--- config.mk ---
export PLATFORM = sky130hd
export DESIGN_NAME = rect_paint_arbiter
export DESIGN_NICKNAME = d
export VERILOG_FILES = /design/src/rtl/rect_paint_arbiter_pkg.sv /design/src/rtl/rect_fill_engine.sv /design/src/rtl/rect_paint_arbiter.sv
export SDC_FILE = /design/constraint.sdc
export NUM_CORES = 1
export LEC_CHECK = 0
export ABC_AREA = 1
export ABC_CLOCK_PERIOD_IN_PS = 3800
export CAP_MARGIN = 40
export CORE_UTILIZATION = 48
export DETAILED_ROUTE_END_ITERATION = 7
export PLACE_DENSITY_LB_ADDON = 0.3
export SYNTH_ARGS = -nofsm -noshare
export SYNTH_HDL_FRONTEND = slang
export SYNTH_HIERARCHICAL = 1
export SYNTH_SLANG_ARGS = --single-unit
--- constraint.sdc ---
create_clock -name Clck -period 3.8 [get_ports Clck]
set_clock_uncertainty 0.15 [all_clocks]
set_input_delay 0.57 -clock Clck [delete_from_list [all_inputs] [get_ports Clck]]
set_output_delay 0.57 -clock Clck [all_outputs]
set_load 0.03 [all_outputs]
--- src/rtl/rect_paint_arbiter_pkg.sv ---
// Screen/memory geometry macros, pixel-walk state encoding and PIX_CYC bounds
// shared by rect_paint_arbiter and rect_fill_engine.
`ifndef SCR_WIDTH_BITS
`define SCR_WIDTH_BITS 10
`endif
`ifndef SCR_HEIGHT_BITS
`define SCR_HEIGHT_BITS 9
`endif
`ifndef MEMORY_SIZE_BITS
`define MEMORY_SIZE_BITS 19
`endif
`ifndef MAP_PIXELCO_MEMADDR
// Row-major 640-pixel lines: y*640 + x, with 640 = 512 + 128.
`define MAP_PIXELCO_MEMADDR(x,y) (((y) << 9) + ((y) << 7) + (x))
`endif

package rect_paint_arbiter_pkg;

    localparam int SCR_WIDTH_BITS   = `SCR_WIDTH_BITS;
    localparam int SCR_HEIGHT_BITS  = `SCR_HEIGHT_BITS;
    localparam int MEMORY_SIZE_BITS = `MEMORY_SIZE_BITS;

    localparam int PIX_CYC_MIN = 1;
    localparam int PIX_CYC_MAX = 3;
    localparam int PIX_CNT_W   = $clog2(PIX_CYC_MAX);

    typedef enum logic [2:0] {
        ST_IDLE  = 3'd0,
        ST_LOAD  = 3'd1,
        ST_WRITE = 3'd2,
        ST_GAP   = 3'd3,
        ST_DONE  = 3'd4
    } fill_state_e;

    function automatic logic [MEMORY_SIZE_BITS-1:0] map_pixel_addr(
        input logic [SCR_WIDTH_BITS-1:0]  x,
        input logic [SCR_HEIGHT_BITS-1:0] y
    );
        logic [MEMORY_SIZE_BITS-1:0] xm;
        logic [MEMORY_SIZE_BITS-1:0] ym;
        xm = MEMORY_SIZE_BITS'(x);
        ym = MEMORY_SIZE_BITS'(y);
        return `MAP_PIXELCO_MEMADDR(xm, ym);
    endfunction

endpackage

--- src/rtl/rect_fill_engine.sv ---
// Pixel-walk datapath: latches one rectangle on start_i and writes it row by
// row, each pixel PIX_CYC strobe cycles followed by one gap cycle.
module rect_fill_engine
    import rect_paint_arbiter_pkg::*;
#(
    parameter int PIX_CYC = 2
) (
    input  logic                        clk_i,
    input  logic                        rst_ni,
    input  logic                        start_i,
    input  logic [SCR_WIDTH_BITS-1:0]   x_start_i,
    input  logic [SCR_WIDTH_BITS-1:0]   x_end_i,
    input  logic [SCR_HEIGHT_BITS-1:0]  y_start_i,
    input  logic [SCR_HEIGHT_BITS-1:0]  y_end_i,
    input  logic [2:0]                  color_i,
    output logic                        done_o,
    output logic [MEMORY_SIZE_BITS-1:0] address_o,
    output logic [2:0]                  color_o,
    output logic                        print_enable_o
);

    localparam logic [PIX_CNT_W-1:0] CNT_LAST = PIX_CNT_W'(PIX_CYC - 1);

    fill_state_e                 state_q;
    logic [SCR_WIDTH_BITS-1:0]   xs_q, xe_q, x_q, x_d;
    logic [SCR_HEIGHT_BITS-1:0]  ys_q, ye_q, y_q, y_d;
    logic [PIX_CNT_W-1:0]        cnt_q;
    logic [2:0]                  col_q;
    logic [MEMORY_SIZE_BITS-1:0] addr_q;
    logic                        pe_q, done_q;
    logic                        x_last, y_last;

    // end > start is guaranteed once past LOAD, so end-1 cannot wrap.
    assign x_last = (x_q == xe_q - 1'b1);
    assign y_last = (y_q == ye_q - 1'b1);
    assign x_d    = x_last ? xs_q : x_q + 1'b1;
    assign y_d    = x_last ? y_q + 1'b1 : y_q;

    always_ff @(posedge clk_i) begin
        if (!rst_ni) begin
            state_q <= ST_IDLE;
            xs_q    <= '0;
            xe_q    <= '0;
            ys_q    <= '0;
            ye_q    <= '0;
            x_q     <= '0;
            y_q     <= '0;
            cnt_q   <= '0;
            col_q   <= '0;
            addr_q  <= '0;
            pe_q    <= 1'b0;
            done_q  <= 1'b0;
        end else begin
            case (state_q)
                ST_IDLE: begin
                    if (start_i) begin
                        xs_q    <= x_start_i;
                        xe_q    <= x_end_i;
                        ys_q    <= y_start_i;
                        ye_q    <= y_end_i;
                        col_q   <= color_i;
                        state_q <= ST_LOAD;
                    end
                end
                ST_LOAD: begin
                    x_q <= xs_q;
                    y_q <= ys_q;
                    if (xe_q <= xs_q || ye_q <= ys_q) begin
                        done_q  <= 1'b1;
                        state_q <= ST_DONE;
                    end else begin
                        addr_q  <= map_pixel_addr(xs_q, ys_q);
                        cnt_q   <= '0;
                        pe_q    <= 1'b1;
                        state_q <= ST_WRITE;
                    end
                end
                ST_WRITE: begin
                    if (cnt_q == CNT_LAST) begin
                        pe_q    <= 1'b0;
                        state_q <= ST_GAP;
                    end else begin
                        cnt_q <= cnt_q + 1'b1;
                    end
                end
                ST_GAP: begin
                    if (x_last && y_last) begin
                        done_q  <= 1'b1;
                        state_q <= ST_DONE;
                    end else begin
                        x_q     <= x_d;
                        y_q     <= y_d;
                        addr_q  <= map_pixel_addr(x_d, y_d);
                        cnt_q   <= '0;
                        pe_q    <= 1'b1;
                        state_q <= ST_WRITE;
                    end
                end
                ST_DONE: begin
                    done_q  <= 1'b0;
                    state_q <= ST_IDLE;
                end
                default: state_q <= ST_IDLE;
            endcase
        end
    end

    assign done_o         = done_q;
    assign address_o      = addr_q;
    assign color_o        = col_q;
    assign print_enable_o = pe_q;

endmodule

--- src/rtl/rect_paint_arbiter.sv ---
// Arbitrates NREQ rectangle painters onto one video-memory write port.
// Define RECT_ARB_ROUND_ROBIN_EN for round-robin; default is fixed priority.
module rect_paint_arbiter
    import rect_paint_arbiter_pkg::*;
#(
    parameter int NREQ    = 3,
    parameter int PIX_CYC = 2
) (
    input  logic                         Clck,
    input  logic                         Reset,
    input  logic [NREQ-1:0]              req,
    input  logic [NREQ*SCR_WIDTH_BITS-1:0]  rect_x_start,
    input  logic [NREQ*SCR_WIDTH_BITS-1:0]  rect_x_end,
    input  logic [NREQ*SCR_HEIGHT_BITS-1:0] rect_y_start,
    input  logic [NREQ*SCR_HEIGHT_BITS-1:0] rect_y_end,
    input  logic [NREQ*3-1:0]            rect_color,
    output logic [NREQ-1:0]              grant,
    output logic [NREQ-1:0]              done,
    output logic [MEMORY_SIZE_BITS-1:0]  address,
    output logic [2:0]                   color,
    output logic                         print_enable
);

    localparam int IDX_W = (NREQ > 1) ? $clog2(NREQ) : 1;
    localparam int SW    = SCR_WIDTH_BITS;
    localparam int SH    = SCR_HEIGHT_BITS;
    // Out-of-range PIX_CYC is clamped to the legal strobe length.
    localparam int PIX_CYC_EFF = (PIX_CYC < PIX_CYC_MIN) ? PIX_CYC_MIN :
                                 (PIX_CYC > PIX_CYC_MAX) ? PIX_CYC_MAX : PIX_CYC;

    logic [NREQ-1:0]  grant_q;
    logic [IDX_W-1:0] win_idx;
    logic             start;
    logic             eng_done;
`ifdef RECT_ARB_ROUND_ROBIN_EN
    logic [IDX_W-1:0] last_q;
`endif

    always_comb begin
        win_idx = '0;
`ifdef RECT_ARB_ROUND_ROBIN_EN
        // Descending scan so the nearest requester after last_q wins.
        for (int k = NREQ; k >= 1; k--) begin
            if (req[(int'(last_q) + k) % NREQ]) win_idx = IDX_W'((int'(last_q) + k) % NREQ);
        end
`else
        for (int i = NREQ - 1; i >= 0; i--) begin
            if (req[i]) win_idx = IDX_W'(i);
        end
`endif
    end

    // A zero grant means the engine is idle and at least one idle cycle passed.
    assign start = (grant_q == '0) && (|req);

    always_ff @(posedge Clck) begin
        if (!Reset) begin
            grant_q <= '0;
`ifdef RECT_ARB_ROUND_ROBIN_EN
            last_q  <= IDX_W'(NREQ - 1);
`endif
        end else if (start) begin
            grant_q <= NREQ'(1) << win_idx;
`ifdef RECT_ARB_ROUND_ROBIN_EN
            last_q  <= win_idx;
`endif
        end else if (eng_done) begin
            grant_q <= '0;
        end
    end

    rect_fill_engine #(
        .PIX_CYC(PIX_CYC_EFF)
    ) u_engine (
        .clk_i          (Clck),
        .rst_ni         (Reset),
        .start_i        (start),
        .x_start_i      (rect_x_start[int'(win_idx)*SW +: SW]),
        .x_end_i        (rect_x_end[int'(win_idx)*SW +: SW]),
        .y_start_i      (rect_y_start[int'(win_idx)*SH +: SH]),
        .y_end_i        (rect_y_end[int'(win_idx)*SH +: SH]),
        .color_i        (rect_color[int'(win_idx)*3 +: 3]),
        .done_o         (eng_done),
        .address_o      (address),
        .color_o        (color),
        .print_enable_o (print_enable)
    );

    assign grant = grant_q;
    assign done  = eng_done ? grant_q : '0;

endmodule

### Word level (Yosys, flattened, before mapping)

Index checks and enable logic that the tools add are counted.

* $add $sub $neg: 9
* multiply operators: 3
* magnitude comparators: 2
* equal/unequal tests: 14
* shifts and indexed selects: 6
* multiplexer cells: 31
* reduce and logical (&&, ||, !) cells: 17

Operators with widths (count)
* 18-bit by 16-bit adder with 19-bit output: 2
* 19-bit by 10-bit adder with 19-bit output: 2
* 19-bit 2-to-1 mux: 2
* 19-bit one-hot mux with 2 select lines: 1
* 27-bit by 32-bit indexed part select with 9-bit output: 1
* 30-bit by 32-bit indexed part select with 10-bit output: 1
* 30-bit by 7-bit indexed part select with 10-bit output: 1
* 27-bit by 7-bit indexed part select with 9-bit output: 1
* 3-bit 2-to-1 mux: 7
* 10-bit 2-to-1 mux: 2
* 10-bit one-hot mux with 2 select lines: 1
* 9-bit 2-to-1 mux: 2
* 9-bit one-hot mux with 2 select lines: 1
* 2-bit 2-to-1 mux: 6
* 3-bit one-hot mux with 4 select lines: 1
* 10-bit by 1-bit adder with 10-bit output, second input constant: 1
* 10-bit equality test: 1
* 10-bit less-or-equal comparator: 1
* 10-bit by 1-bit subtractor with 10-bit output, second input constant: 1
* 9-bit by 1-bit adder with 9-bit output, second input constant: 1
* 9-bit equality test: 1
* 9-bit less-or-equal comparator: 1
* 9-bit by 5-bit indexed part select with 3-bit output: 1
* 9-bit by 1-bit subtractor with 9-bit output, second input constant: 1
* 23 further kinds: 42

* flip-flop bits (word level): 89
* input port bits: 128
* logic and storage cells: 95

### Depth between registers and ports, before layout

* depth after elaboration: 7
* mapped depth: 29
* depth with buffers taken out: 28

### Modules after synthesis

Netlist, hierarchy kept.

By module, submodules not included
* rect_fill_engine: instances 1, cells each 909, area each 6092.1 µm², sequential area each 1721.7 µm²
* rect_paint_arbiter: instances 1, cells each 336, area each 1408.9 µm², sequential area each 60.1 µm²

### Worst setup path before layout

No wires, ideal clock.

* path type: register to register
* start point: register u_engine.xe_q[0]
* end point: register u_engine.addr_q[16], in the netlist u_engine/address_o[16]
* library setup time: 0.117 ns
* data arrival time: 3.571 ns
* slack: -0.038 ns
* stages on the path, launching flop included: 24
* path buffers: 1
* period minus slack after synthesis: 3.838 ns
* cells stage by stage: dfxtp_1 -> inv_1 -> ha_1 -> xnor2_1 -> nor2_1 -> o21ai_0 -> nor2_2 -> nand3_2 -> nor2_4 -> buf_2 -> nand2_1 -> and2_1 -> ha_1 -> ha_1 -> fa_1 -> a21oi_1 -> o21bai_1 -> nand2_1 -> o311ai_0 -> xor2_1 -> nand2_1 -> o21ai_0 -> nor2_1 -> nor2_1

* cells in the longest elaborated chain, start to end: 7
* elaborated cells on any way between the ends: 14
* those cells by class: add/sub: 3; order compare: 1; eq/ne: 3; mux: 4; reduce/logical: 3

RTL lines
* start, declared: line rect_fill_engine.sv:25 `logic [SCR_WIDTH_BITS-1:0] xs_q, xe_q, x_q, x_d;`
* start signal, assigned: line rect_fill_engine.sv:58 `xe_q <= x_end_i;`
* 10-bit by 1-bit subtractor with 10-bit output: line rect_fill_engine.sv:34 `assign x_last = (x_q == xe_q - 1'b1);`
* 10-bit equality test: line rect_fill_engine.sv:34
* 9-bit 2-to-1 mux: line rect_fill_engine.sv:37 `assign y_d = x_last ? y_q + 1'b1 : y_q;`
* 18-bit by 16-bit adder with 19-bit output (no line)
* 19-bit by 10-bit adder with 19-bit output (no line)
* 19-bit 2-to-1 mux: line rect_fill_engine.sv:87 `if (x_last && y_last) begin`
* 19-bit one-hot mux with 2 select lines: line rect_fill_engine.sv:54 `case (state_q)`
* end signal, assigned: line rect_fill_engine.sv:72 `addr_q <= map_pixel_addr(xs_q, ys_q);`
* end signal, assigned: line rect_fill_engine.sv:93 `addr_q <= map_pixel_addr(x_d, y_d);`
* end, declared: line rect_fill_engine.sv:29 `logic [MEMORY_SIZE_BITS-1:0] addr_q;`

Several ways; a longest one is shown, not always the timed one. The select of a mux whose other input is x is not followed.
A chain may end at the register's enable or synchronous reset.

### Worst setup path in the final report

* start point: register u_engine.xe_q[1]
* end point: register u_engine.addr_q[13], in the netlist u_engine/address_o[13]

The elaborated chain is that of the path after synthesis.

==> results.toml <==
[run_status]
status = "finished clean"

[global_routing]
grt_use_met3 = 0.06240
top_usage_layer = "met2"
grt_pass1_wl_microns = 35150
grt_max_degree = 83
global_route.usage.met1 = 0.3676
met2_usage = 0.4334
track_usage = 0.2739
antenna_found_initial = 0
grt-ovfl-total = 0
grt_pass1_vias = 7328

[worst_hold_path]
hp-class = "reg -> reg"
worstHoldPathCells = 2

[placement]
dpl.hpwl_microns = 16600
pre_cts_ws_ns = -0.08325
place.gp.congestion = 0.9110
portBuffers = 156
dpl_cell_area_sq_mm = 0.009259

[finish]
diodes = 0
stdcell_area_sq_mm = 0.01002
area_delta_synth_final_pct = 33.58
drive_above_1_share = 0.09751
nNetsFinal = 1590

[sta]
rsz0062_at_grt = "true"
fmax_ghz = 0.2673
worst_slew_margin_rel = 0.5241
fin_crit_ns = 3.741
tightest_slew_ns = 0.7138
hold_viol_final = 0
drv_slew = 0
fin_ws_ns = 0.05946
period_share = 0.9844
whs_ns = 0.2926
setup_viol = 0

[yosys]
yosysSeqAreaShare = 0.2375
synth-seq-cells = 89
netlist_area_sq_mm = 0.007501
ys_warn_count = 6
synth_fp_nets = 1435
synth.avg_cell_area_sq_um = 6.025
postSynthCellCount = 1245
yosysUniqueCellTypes = 41

[worst_setup_path]
ff2ff_path_depth = 25
crit_path_max_fanout = 7
required_ns = 3.94
cp.arrival_ns = 3.88
criticalPathCategory = "reg -> reg"
cp-end-kind = "flip-flop"
start_kind = "flip-flop"

[drt]
wl_per_cell_microns = 13.56
final_antenna_net_count = 0
drc = 0
viasPerCell = 5.058
drtIter0Drc = 482
dr_total_vias = 8058
drt-pass1-iter-count = 6
postRouteWirelength_microns = 21610

[power]
p_per_area_mw_per_mm2 = 664.7
peakVddDrop_mv = 0.3289
finalPower_uw = 6660
cellLeakagePower_uw = 0.004854

[floorplanning]
ios = 157
die_x_microns = 127.0
start_util = 0.4934
row_count = 45
die_h_microns = 127.0
dieArea_sq_mm = 0.01613
coreArea_sq_mm = 0.01520

[cts]
cts_tree = "built"
clk_latency_ns = 0.36
clock-sinks = 89
clk_pin_slew_ns = 0.06
cts_buffers = 9
ctsHtreeMaxLevel = 3
clock-root-buffer = "clkbuf_16"
cts_hold_buf = 0
cts_buffer_depth = 2

[flow_run]
drv_cap = 0
-- kinds of logic (layout without fill, tap and decap cells) --
group | after synthesis | count (layout) | synth area share
DFF | 89 | 89 | 0.2375
adders and majority gates | 62 | 62 | 0.1064
AOI/OAI and AO/OA | 220 | 220 | 0.1526
xor gates and xnor gates | 32 | 32 | 0.03736
muxes | 3 | 3 | 0.004003
and+or+nand+nor | 590 | 590 | 0.3284
buffers and inverters | 249 | 409 | 0.1336
-- Yosys cell counts (all sizes together) --
| master | number | share of area |
|---|---|---|
| a31oi | 2 | 0.0017 |
| clkinv | 1 | 0.00050 |
| nand3 | 92 | 0.063 |
| and2 | 1 | 0.00083 |
| nand4 | 13 | 0.011 |
| o21a | 2 | 0.0020 |
| nor3 | 11 | 0.0073 |
| xor2 | 20 | 0.023 |
| o311ai | 1 | 0.0012 |
| o21ai | 116 | 0.078 |
| nor2 | 106 | 0.059 |
| mux2i | 3 | 0.0040 |
| ha | 59 | 0.098 |
| xnor2 | 12 | 0.014 |
| fa | 3 | 0.0080 |
| clkbuf | 22 | 0.011 |
| inv | 197 | 0.099 |
| nand2 | 362 | 0.18 |
| buf | 29 | 0.023 |
| o21bai | 6 | 0.0060 |
| o32ai | 1 | 0.0012 |
| a31o | 1 | 0.0012 |
| dfxtp | 89 | 0.24 |
| a21oi | 90 | 0.061 |
| nand3b | 2 | 0.0020 |
| o211ai | 1 | 0.0010 |
| or2 | 3 | 0.0025 |
-- registers in the layout (all words and copies together), names as in the netlist, 9 cells and up --
register / flops
u_engine/xs_q: 10
u_engine/ye_q: 9
u_engine/ys_q: 9
u_engine/y_q: 9
u_engine/xe_q: 10
u_engine/address_o: 19
u_engine/x_q: 10
-- placed cells by master, fill, tap and decap left out, types with 5 or more instances in the layout --
cell and count:
dfxtp_1 85, clkdlybuf4s50_1 155, nand2_2 17, nor2_2 5, nand2_1 343, o21ai_0 103
nand3_1 85, a21oi_1 86, nor2_4 7, buf_4 35, inv_1 185, clkbuf_16 9
xor2_1 19, nand4_1 13, o21ai_1 10, xnor2_1 12, ha_4 12, ha_1 47
nor3_1 9, inv_2 11, nor2_1 94
-- per-layer routing --
layer | vias to the layer above | share of wire
li1 | 4243 | -
met1 | 3550 | 0.47
met2 | 235 | 0.45
met3 | 30 | 0.061
met4 | 0 | 0.024
met5 | - | 0
-- power by group --
part	internal (uW)	switching, uW	total [uW]
clock	613	370	983
combinational	1630	2420	4050
sequential	1270	362	1630
-- layout make-up --
class                   count  area [sq um]
well taps                 188         235.2
repair buffers            195          1864
multi-input cells         907          5064
fillers                  1411          5182
clock inverters             2         60.06
inverters                 198         745.7
flip-flops and latches     89          1787
clock buffers              14         264.0
-- per-stage QoR --
step	instances	TNS (ns)	utilization
finish	1593	0	0.6591
global route	1593	-0.7676	0.6591
CTS	1585	0	0.6327
detailed placement	1567	-0.1576	0.6091
global placement	1567	0	0.6091
floorplan	1245	0	-
-- worst max-delay path, stage by stage (launching register included) --
cell     delay [ns]
dfxtp_2        0.32
inv_2          0.08
ha_4           0.16
nand2_2        0.07
nor2_4         0.16
nand2_2        0.08
buf_4          0.13
nand3_1        0.08
nand2_2        0.07
nand2_1        0.11
nor2_4         0.05
nand3_4        0.12
inv_1          0.08
o21ai_0        0.23
inv_1          0.14
ha_1           0.35
ha_4           0.27
a21oi_1        0.18
nand2_2        0.09
a21oi_2        0.16
buf_4          0.14
xnor2_1        0.13
nand2_1        0.07
o21ai_0        0.09
nor2_1         0.07
nor2_1         0.10
-- repair_timing --
| item | 4_1_cts | 5_1_grt |
|---|---|---|
| resized for setup | 5 | 77 |
| setup endpoints to repair | 5 | 9 |
| buffers inserted | 2 | 8 |
| gates cloned | 0 | 0 |
| pin swaps | 2 | 29 |
-- path summary, 6_finish.rpt --
check / start / to / slack, ns
worst min register to register: u_engine/color_o[2]$_SDFFE_PN0P_ / u_engine/color_o[2]$_SDFFE_PN0P_ / 0.29
worst max-delay path: u_engine/xe_q[1]$_SDFFE_PN0P_ / u_engine/address_o[13]$_SDFFE_PN0P_ / 0.06
worst min-delay path: u_engine/color_o[2]$_SDFFE_PN0P_ / u_engine/color_o[2]$_SDFFE_PN0P_ / 0.29
worst max register to register: u_engine/xe_q[1]$_SDFFE_PN0P_ / u_engine/address_o[13]$_SDFFE_PN0P_ / 0.06
Note: power is estimated with default switching activity, not from simulation.
